===== src/rtl/key_press_classifier.sv =====
// Turns a debounced active-low key level into one-cycle short, double, long
// and auto-repeat pulses using a single shared duration counter.
module key_press_classifier #(
    parameter int               CNT_W       = 27,
    parameter logic [CNT_W-1:0] LONG_CNT    = 27'd75_000_000,
    parameter logic [CNT_W-1:0] DBL_GAP_CNT = 27'd15_000_000,
    parameter logic [CNT_W-1:0] REPEAT_CNT  = 27'd5_000_000
) (
    input  logic sys_clk,
    input  logic sys_rst,
    input  logic key_filter,
    output logic short_press,
    output logic double_press,
    output logic long_press,
    output logic repeat_press,
    output logic key_busy
);

    typedef enum logic [2:0] {
        S_IDLE,
        S_PRESS1,
        S_WAIT2,
        S_PRESS2,
        S_LONG
    } state_e;

    localparam logic [CNT_W-1:0] LONG_LAST   = LONG_CNT - 1'b1;
    localparam logic [CNT_W-1:0] GAP_LAST    = DBL_GAP_CNT - 1'b1;
    localparam logic [CNT_W-1:0] REPEAT_LAST = REPEAT_CNT - 1'b1;

    state_e           state_q, state_d;
    logic [CNT_W-1:0] cnt_q, cnt_d;
    logic             key_d_q;
    logic             short_q, short_d;
    logic             double_q, double_d;
    logic             long_q, long_d;
    logic             repeat_q, repeat_d;
    logic             busy_q, busy_d;
    logic             fall, rise;

    // key_d_q resets low so a key already held at reset release never looks like a fresh press
    assign fall = key_d_q & ~key_filter;
    assign rise = ~key_d_q & key_filter;

    always_comb begin
        state_d  = state_q;
        cnt_d    = cnt_q;
        short_d  = 1'b0;
        double_d = 1'b0;
        long_d   = 1'b0;
        repeat_d = 1'b0;
        case (state_q)
            S_IDLE: begin
                if (fall) begin
                    state_d = S_PRESS1;
                    cnt_d   = '0;
                end
            end
            S_PRESS1: begin
                if (rise) begin
                    state_d = S_WAIT2;
                    cnt_d   = '0;
                end else if (cnt_q == LONG_LAST) begin
                    state_d = S_LONG;
                    cnt_d   = '0;
                    long_d  = 1'b1;
                end else begin
                    cnt_d = cnt_q + 1'b1;
                end
            end
            S_WAIT2: begin
                if (fall) begin
                    state_d = S_PRESS2;
                    cnt_d   = '0;
                end else if (cnt_q == GAP_LAST) begin
                    state_d = S_IDLE;
                    cnt_d   = '0;
                    short_d = 1'b1;
                end else begin
                    cnt_d = cnt_q + 1'b1;
                end
            end
            S_PRESS2: begin
                if (rise) begin
                    state_d  = S_IDLE;
                    cnt_d    = '0;
                    double_d = 1'b1;
                end
            end
            S_LONG: begin
                // Release takes priority over a repeat that would fire on the same edge
                if (rise) begin
                    state_d = S_IDLE;
                    cnt_d   = '0;
                end else if (cnt_q == REPEAT_LAST) begin
                    cnt_d    = '0;
                    repeat_d = 1'b1;
                end else begin
                    cnt_d = cnt_q + 1'b1;
                end
            end
            default: begin
                state_d = S_IDLE;
                cnt_d   = '0;
            end
        endcase
        busy_d = (state_d != S_IDLE);
    end

    always_ff @(posedge sys_clk) begin
        if (sys_rst) begin
            state_q  <= S_IDLE;
            cnt_q    <= '0;
            key_d_q  <= 1'b0;
            short_q  <= 1'b0;
            double_q <= 1'b0;
            long_q   <= 1'b0;
            repeat_q <= 1'b0;
            busy_q   <= 1'b0;
        end else begin
            state_q  <= state_d;
            cnt_q    <= cnt_d;
            key_d_q  <= key_filter;
            short_q  <= short_d;
            double_q <= double_d;
            long_q   <= long_d;
            repeat_q <= repeat_d;
            busy_q   <= busy_d;
        end
    end

    assign short_press  = short_q;
    assign double_press = double_q;
    assign long_press   = long_q;
    assign repeat_press = repeat_q;
    assign key_busy     = busy_q;

endmodule


===== config.mk =====
export PLATFORM = sky130hd
export DESIGN_NAME = key_press_classifier
export DESIGN_NICKNAME = d
export VERILOG_FILES = /design/src/rtl/key_press_classifier.sv
export SDC_FILE = /design/constraint.sdc
export NUM_CORES = 1
export LEC_CHECK = 0
export ABC_AREA = 0
export BUFFER_PORTS_ARGS = -buffer_cell sky130_fd_sc_hd__buf_2
export CAP_MARGIN = 20
export CORE_ASPECT_RATIO = 0.6
export CORE_MARGIN = 5
export CORE_UTILIZATION = 30
export DETAILED_ROUTE_END_ITERATION = 12
export HOLD_SLACK_MARGIN = 0.08
export PLACE_DENSITY = 0.55
export SYNTH_ARGS = -nofsm -noshare
export SYNTH_HDL_FRONTEND = slang
export SYNTH_SLANG_ARGS = --single-unit

===== constraint.sdc =====
create_clock -name sys_clk -period 4.4 [get_ports sys_clk]
set_input_delay 0.88 -clock sys_clk [delete_from_list [all_inputs] [get_ports sys_clk]]
set_output_delay 0.88 -clock sys_clk [all_outputs]
set_load 0.05 [all_outputs]

* After elaboration in Yosys (flattened, before gate mapping) *
Cells that the tools add are included.

word-level totals
  register bits after elaboration = 36
  latch bits = 0
  memory bits (writable) = 0
  memory bits (read-only) = 0
  input bits = 3
  memories kept = 0

operators by class
  add/subtract/negate cells = 1
  $mul = 0
  divide/modulo/power cells = 0
  magnitude comparators = 0
  equality and inequality tests = 9
  shift operators = 0
  multiplexer cells = 20
  bitwise operators = 8
  reduce and logical (&&, ||, !) cells = 8

operator list
  operator                                               number
  2-to-1 mux 27 bit                                      8
  one-hot mux 27 bit (5 select lines)                    1
  adder 27 x 1 -> 27 bit, second input constant          1
  equality test 27 x 23 -> 1 bit, second input constant  1
  equality test 27 x 24 -> 1 bit, second input constant  1
  equality test 27 bit, second input constant            1
  2-to-1 mux 3 bit                                       6
  one-hot mux 3 bit (4 select lines)                     1
  OR reduction 3 bit                                     3
  equality test 3 x 2 -> 1 bit, second input constant    2
  inverter 1 bit                                         6
  2-to-1 mux 1 bit                                       4
  inequality test 2 bit, second input constant           2
  OR reduction 2 bit                                     2
  equality test 3 x 1 -> 1 bit, second input constant    1
  equality test 3 bit, second input constant             1
  zero test 3 bit                                        1
  nonzero test 3 bit                                     1
  AND 1 bit                                              2
  AND reduction 2 bit                                    1

* Longest topological paths before layout *
Gate-level depths: netlist of run 1.

  word-level depth = 5
  mapped depth = 8

* Worst setup path before layout of run 1 *
OpenSTA, ideal clock, no wires.

  path type = input to register
  start point = input port key_filter
  end point = register cnt_q[14]
  data arrival time = 2065 ps
  slack = 2220 ps
  cell stages on the path = 7
  buffers on the path = 1
  path through = nand2b_1 -> and3_1 -> o21ai_1 -> nand2_2 -> o31ai_4 -> buf_6 -> nor2_1

on the way
  word-level cells in the longest chain between the ends = 4

ends and longest elaborated chain
  item                                                                               line  text
  from (decl)                                                                        11    input logic key_filter,
  inverter 1 bit                                                                     42    assign fall = key_d_q & ~key_filter;
  AND 1 bit                                                                          42
  2-to-1 mux 27 bit / inequality test 2 bit (equally long branches)                  n/a
  one-hot mux 27 bit (5 select lines) / AND reduction 2 bit (equally long branches)  n/a
  to (signal assigned)                                                               122   cnt_q <= cnt_d;
  to (decl)                                                                          32    logic [CNT_W-1:0] cnt_q, cnt_d;

Parallel ways exist; a longest one is shown, timed or not.
A chain may end at the register's enable or synchronous reset.

* Worst setup path in the final report of run 1 *
  start point = register cnt_q[0]
  end point = register cnt_q[15]

on the way
  word-level cells in the longest chain between the ends = 4

ends and longest elaborated chain
  item                                                  line        text
  adder 27 x 1 -> 27 bit, or another cell as far along  68, 80, 99
  2-to-1 mux 27 bit, on equally long branches           95, 63, 75
  2-to-1 mux 27 bit, on equally long branches           92, 60, 72
  one-hot mux 27 bit (5 select lines) *                 52          case (state_q)

Mark *: on every way between the ends. The rest lies on a longest branch, timed or not.

==> results.sh, run 1 <==
export IMPL_status="finished, final reports clean"
export IMPL_yosysUniqueCellTypes=64
export IMPL_cts_made_buffers=5
export IMPL_htreeDepth=2
export IMPL_cts_sinks=36
export IMPL_tightest_slew_ps=643
export IMPL_grt_pass1_wl_microns=8660
export IMPL_avgSynthCellArea_sq_um=8.54
export IMPL_first_iter_violations=141
export IMPL_yosys_warnings=0
export IMPL_drive_gt1_share_pct=14.7
export IMPL_p_int_mw=0.568
export IMPL_clk_latency_ps=280
export IMPL_synth_top_cell_by_area="dfxtp_1"
export IMPL_setup_viol=0
export IMPL_combPwrFrac_pct=5.6
export IMPL_yosysMostFrequentCell="dfxtp_1"
export IMPL_path_clk_slew_ps=50
export IMPL_post_cts_buffers=0
export IMPL_period_minus_slack_ps=2470
export IMPL_synth_edff_count=0
export IMPL_p_seq_share_pct=45.7
export IMPL_wl_per_cell_microns=15.3
export IMPL_ctsHoldBuffers=0
export IMPL_dp_slack_ps=1730
export IMPL_antenna_found_initial=0
export IMPL_total_power_mw=0.733
export IMPL_switching_power_mw=0.165
export IMPL_die_area_sq_um=8640
export IMPL_path_class="flip-flop to flip-flop"
export IMPL_p_leak_nw=0.752
export IMPL_clock_power_share_pct=48.7
export IMPL_r2r_slack_ps=1930
export IMPL_cap_violations=0
export IMPL_ant_nets=0
export IMPL_die_w_microns=117
export IMPL_power_density_nw_per_um2=320
export IMPL_finalHoldViolations=0
export IMPL_viasPerCell=5.23
export IMPL_crit_path_start_kind="flip-flop"
export IMPL_grt_pass1_vias=1660
export IMPL_placement_io_buffers=7
export IMPL_post_cts_resized=0
export IMPL_coreArea_sq_um=6650
export IMPL_synth_cells_most_frequent="dfxtp_1 (36), nor2_1 (31), nand2_1 (24), nand4_1 (11), o21ai_0 (11)"
export IMPL_async_reset_ff_share_pct=0
export IMPL_endpoint_kind="flip-flop"
export IMPL_worstPathRequired_ps=4550
export IMPL_synthesis_nets=244
export IMPL_cts_root_buf="clkbuf_16"
export IMPL_setup_tns_ps=0
export IMPL_p_sw_share_pct=22.5
export IMPL_layout_setup_ws_ps=1930
export IMPL_vias=1737
export IMPL_yosysSeqAreaShare_pct=35.1
export IMPL_cp_max_fo=14
export IMPL_cts_buffer_depth=2
export IMPL_synth_ff_type="dfxtp_1"
export IMPL_die_h_microns=74.0
export IMPL_nNetsFinal=248
export IMPL_clock_fmax_ghz=0.405
export IMPL_dr_pass1_iters=4
export IMPL_place_congestion=0.823
export IMPL_grt_max_degree=16
export IMPL_slew_viol_final=0
export IMPL_syn_area_sq_um=2050
export IMPL_routed_wl_microns=5060
export IMPL_grt_use_total_pct=12.9
export IMPL_grt_overflow=0
export IMPL_finalClockSkew_ps=3.41
export IMPL_fin_crit_sh_pct=56.1
export IMPL_synth_area_leaders="dfxtp_1 (35%), nor2_1 (5.7%), nand2_1 (4.4%)"
export IMPL_hold_class="flip-flop to flip-flop"
export IMPL_crit_arrival_ps=2610
export IMPL_area_growth_pct=11.7
export IMPL_slew_headroom_pct=57.2
export IMPL_tritoncts="done"
export IMPL_rows=23
export IMPL_syn_inst=240
export IMPL_yosysTopAreaCellShare_pct=35.1
export IMPL_rsz0062_at_grt="no"
export IMPL_ys_ff_latch=36
export IMPL_dp_hpwl_microns=3660
export IMPL_ir_worst_vdd_mv=0.144
export IMPL_initial_core_util_pct=30.8
export IMPL_num_antenna_cells=0
export IMPL_drc=0
export IMPL_ios=8
kinds of logic after synthesis:
group	synth area share (%)
compound gates	16.4
xor+xnor	7.69
fa+ha+maj	0.610
buf+inv	2.87
flops	35.1
simple gates	37.3
layout by cell type (no fill, tap or decap), types with 3 or more instances in the layout:
cell	n
and3_1	7
o21ai_0	11
xnor2_1	9
buf_2	7
clkbuf_16	5
nor2_2	3
xor2_1	9
a21oi_1	3
and3b_1	3
nand3_1	9
nand4_1	11
and2_1	4
dfxtp_1	36
nand2b_1	4
nand2_1	24
a21boi_0	3
nor3_1	3
and4bb_2	3
nor2_1	31
final timing paths:
kind                                        startpoint                     end  cells past startpoint
worst min register to register  cnt_q[25]$_SDFFE_PP0P_  cnt_q[25]$_SDFFE_PP0P_                      2
worst min-delay path            cnt_q[25]$_SDFFE_PP0P_  cnt_q[25]$_SDFFE_PP0P_                      2
worst max-delay path             cnt_q[0]$_SDFFE_PP0P_  cnt_q[15]$_SDFFE_PP0P_                      7
worst max register to register   cnt_q[0]$_SDFFE_PP0P_  cnt_q[15]$_SDFFE_PP0P_                      7
critical path: stages (launching register included):
cell and delay, ps:
dfxtp_1 420, ha_1 350, and4bb_2 270, nand4_1 200, o21ai_1 240, nand2_2 130, o31ai_4 590, nor2_1 110
routing by layer:
layer,track usage (%),up-vias,share of wire [%]
met5,0,-,0
met4,3.05,0,0.75
met3,6.26,4,10
met2,15.8,46,35
met1,19.7,809,54
li1,-,878,-
power groups by stage:
stage	logic (mW)	clock network, mW	registers [mW]
2_1_floorplan	0.0330	0	0.341
6_report	0.0414	0.357	0.335
3_5_place_dp	0.0411	0	0.341
3_3_place_gp	0.0416	0	0.341
5_1_grt	0.0457	0.383	0.335
4_1_cts	0.0414	0.364	0.334
flip-flops by register name, summed over array words and instances (netlist names):
signal and count:
cnt_q 27, double_press 1, key_busy 1, key_d_q 1, long_press 1, repeat_press 1
short_press 1, state_q 3
cell type report:
type                       count  area [sq um]
tap                           87           109
sequential                    36           721
clock buffer                   8           146
inverter                       2          7.51
fill                         683          4360
multi-input combinational    192          1270
timing repair buffer           7          35.0
through the flow:
step	hold slack, ps	instance area (sq um)	instances	util (%)
5_1_grt	519	2290	332	34.4
3_5_place_dp	493	2140	324	32.2
4_1_cts	509	2290	332	34.4
2_1_floorplan	457	2050	240	-
3_3_place_gp	491	2140	324	32.2
6_report	509	2290	332	34.4
Power figures use the tool's default switching activity.
==> run 2, diff against run 1 <==
--- a/config.mk
+++ b/config.mk
@@ -5,7 +5,7 @@
 export SDC_FILE = /design/constraint.sdc
 export NUM_CORES = 1
 export LEC_CHECK = 0
-export ABC_AREA = 0
+export ABC_AREA = 1
 export BUFFER_PORTS_ARGS = -buffer_cell sky130_fd_sc_hd__buf_2
 export CAP_MARGIN = 20
 export CORE_ASPECT_RATIO = 0.6
@@ -13,7 +13,7 @@
 export CORE_UTILIZATION = 30
 export DETAILED_ROUTE_END_ITERATION = 12
 export HOLD_SLACK_MARGIN = 0.08
-export PLACE_DENSITY = 0.55
+export PLACE_DENSITY = 0.56
 export SYNTH_ARGS = -nofsm -noshare
 export SYNTH_HDL_FRONTEND = slang
 export SYNTH_SLANG_ARGS = --single-unit
==> constraint.sdc (replaced) <==
create_clock -name sys_clk -period 2 [get_ports sys_clk]
set_input_delay 0.4 -clock sys_clk [delete_from_list [all_inputs] [get_ports sys_clk]]
set_output_delay 0.4 -clock sys_clk [all_outputs]
set_load 0.05 [all_outputs]
==> run 2 against run 1 <==
- global-route usage is 1.4 points higher
- critical path depth increased by 3
- register-to-register slack got worse by 1800 ps
- fmax increased by 30%
- die area increased by 12%
- first-iteration DRC count increased by 140%
- cell area is 17% higher
- non-clock buffer count increased by 8
- largest power group unchanged
==> results.sh, run 2 <==
export IMPL_post_cts_resized=0
export IMPL_cts_sinks=36
export IMPL_yosysTopAreaCellShare_pct=31.0
export IMPL_status="finished, final reports clean"
export IMPL_rsz0062_at_grt="yes"
export IMPL_synth_cells_most_frequent="nand2_1 (99), inv_1 (63), nor2_1 (48), dfxtp_1 (36), nand3_1 (34)"
export IMPL_top_register="cnt_q"
export IMPL_slew_headroom_pct=66.6
export IMPL_worstPathRequired_ps=2180
export IMPL_drive_gt1_share_pct=12.4
export IMPL_path_class="flip-flop to flip-flop"
export IMPL_final_cell_area_sq_um=2670
export IMPL_routed_wl_microns=6930
export IMPL_cp_max_fo=6
export IMPL_r2r_cells=10
export IMPL_hold_depth=3
export IMPL_yosysMostFrequentCell="nand2_1"
export IMPL_die_h_microns=78.2
export IMPL_worst_r2r_startpoint="cnt_q[0]$_SDFFE_PP0P_"
export IMPL_yosysUniqueCellTypes=30
export IMPL_whs_endpoint="key_d_q$_SDFF_PP0_"
export IMPL_path_cells="ha_1, nand3_4, clkinv_2, nand2_4, nor2_4, nand3_2, nand3_4, nand4_2, nand3_1, inv_1"
export IMPL_htreeDepth=2
export IMPL_p_leak_nw=1.16
export IMPL_crit_arrival_ps=2070
export IMPL_r2r_slack_ps=110
export IMPL_synthesis_nets=375
export IMPL_num_antenna_cells=0
export IMPL_rows=24
export IMPL_initial_core_util_pct=31.5
export IMPL_fin_crit_sh_pct=94.6
export IMPL_synth_ff_type="dfxtp_1"
export IMPL_ir_worst_vdd_mv=0.259
export IMPL_synth_area_leaders="dfxtp_1 (31%), nand2_1 (16%), inv_1 (10%)"
export IMPL_min_from="key_filter"
export IMPL_grt_pass1_wl_microns=10700
export IMPL_m1WireLength_microns=3700
export IMPL_crit_path_top_delay_cell="dfxtp_1"
export IMPL_nNetsFinal=390
export IMPL_ios=8
export IMPL_power_density_nw_per_um2=621
export IMPL_r2r_end="cnt_q[9]$_SDFFE_PP0P_"
export IMPL_cts_root_buf="clkbuf_16"
export IMPL_multi_input_area_sq_um=1320
export IMPL_worst_path_most_repeated_cell="nand3_4"
export IMPL_syn_inst=371
export IMPL_synth_edff_count=0
export IMPL_largest_reg_flops=27
export IMPL_highest_layer="met4"
export IMPL_first_iter_violations=342
export IMPL_dr_wl_met2_microns=2330
export IMPL_placement_io_buffers=7
export IMPL_clk_latency_ps=290
export IMPL_tritoncts="done"
export IMPL_die_w_microns=124
export IMPL_endpoint_kind="flip-flop"
export IMPL_yosysSeqAreaShare_pct=31.0
export IMPL_grt_overflow=0
export IMPL_slowest_delay_ps=410
export IMPL_avgSynthCellArea_sq_um=6.27
export IMPL_post_cts_buffers=0
export IMPL_crit_path_start_kind="flip-flop"
export IMPL_total_power_mw=1.66
export IMPL_cap_violations=0
export IMPL_grt_pass1_vias=2049
export IMPL_wl_per_cell_microns=14.1
export IMPL_layout_commonest_cell="nand2_1"
export IMPL_setup_tns_ps=0
export IMPL_vias=2370
export IMPL_path_clk_slew_ps=60
export IMPL_dp_hpwl_microns=5150
export IMPL_setup_viol=0
export IMPL_syn_area_sq_um=2330
export IMPL_hold_class="input pin to flip-flop"
export IMPL_yosys_warnings=0
export IMPL_dr_pass1_iters=5
export IMPL_ys_ff_latch=36
export IMPL_grt_use_total_pct=14.4
export IMPL_final_cell_mix="nand2_1 (98), inv_1 (63), nor2_1 (48)"
export IMPL_ant_nets=0
export IMPL_period_minus_slack_ps=1890
export IMPL_drc=0
export IMPL_synth_top_cell_by_area="dfxtp_1"
export IMPL_place_congestion=1.01
export IMPL_cts_buffer_depth=2
export IMPL_finalHoldViolations=0
export IMPL_async_reset_ff_share_pct=0
export IMPL_viasPerCell=4.83
export IMPL_tightest_slew_ps=500
export IMPL_grt_max_degree=21
export IMPL_clock_fmax_ghz=0.529
export IMPL_finalClockSkew_ps=4.76
export IMPL_coreArea_sq_um=7390
export IMPL_ctsHoldBuffers=0
export IMPL_regArea_sq_um=721
export IMPL_place_area_sq_um=2500
export IMPL_slew_viol_final=0
export IMPL_die_area_sq_um=9670
export IMPL_antenna_found_initial=0
export IMPL_area_growth_pct=15.0
export IMPL_cts_made_buffers=5
export IMPL_route_met3_wl_microns=840
export IMPL_top_regs="cnt_q (27), state_q (3)"
export IMPL_fillers=806
==> run 2: cells by family after synthesis <==
group,synth area share [%]
xor gates and xnor gates,3.77
buffers and inverters,13.1
adders and majority gates,0.538
DFF,31.0
AOI/OAI and AO/OA,7.15
and+or+nand+nor,44.4
==> run 2: how the worst max path moves through the flow <==
stage	startpoint	end	slack, ps	cells past startpoint
after floorplan	cnt_q[0]$_SDFFE_PP0P_	cnt_q[0]$_SDFFE_PP0P_	360	11
after global placement	key_filter	cnt_q[21]$_SDFFE_PP0P_	150	11
after detailed placement	cnt_q[0]$_SDFFE_PP0P_	cnt_q[26]$_SDFFE_PP0P_	120	10
after CTS	cnt_q[0]$_SDFFE_PP0P_	cnt_q[26]$_SDFFE_PP0P_	110	10
after global routing	cnt_q[0]$_SDFFE_PP0P_	cnt_q[15]$_SDFFE_PP0P_	-8	10
final	cnt_q[0]$_SDFFE_PP0P_	cnt_q[9]$_SDFFE_PP0P_	110	10
==> run 2: final cells by class <==
type | instances | share of cell area [%]
Clock inverter | 1 | 0.281
Timing Repair Buffer | 15 | 3.56
Inverter | 68 | 9.59
Clock buffer | 7 | 5.33
Tap cell | 104 | 4.87
Multi-Input combinational cell | 260 | 49.4
Sequential cell | 36 | 27.0
==> run 2: power by group <==
part | switching [mW] | internal [mW] | total, mW
Combinational | 0.0872 | 0.0355 | 0.123
Sequential | 0.00487 | 0.723 | 0.728
Clock | 0.314 | 0.496 | 0.810
==> run 2: routing by layer <==
| layer | track usage [%] | vias up |
|---|---|---|
| li1 | - | 1185 |
| met1 | 22.9 | 1064 |
| met2 | 17.0 | 112 |
| met3 | 5.60 | 9 |
| met4 | 3.87 | 0 |
| met5 | 0 | - |
==> run 2: per-stage QoR <==
step	instances	hold slack [ps]	setup slack [ps]	util, %
2_1_floorplan	371	462	356	-
3_3_place_gp	482	481	146	33.9
3_5_place_dp	482	486	117	33.9
4_1_cts	490	343	108	35.9
5_1_grt	491	391	-7.91	36.2
6_report	491	342	108	36.2
==> run 2: worst max-delay path, delay by kind of cell (launching register included) <==
family	cells	cell delay, ps
simple gates	7	970
flops	1	410
fa+ha+maj	1	260
buf+inv	2	150
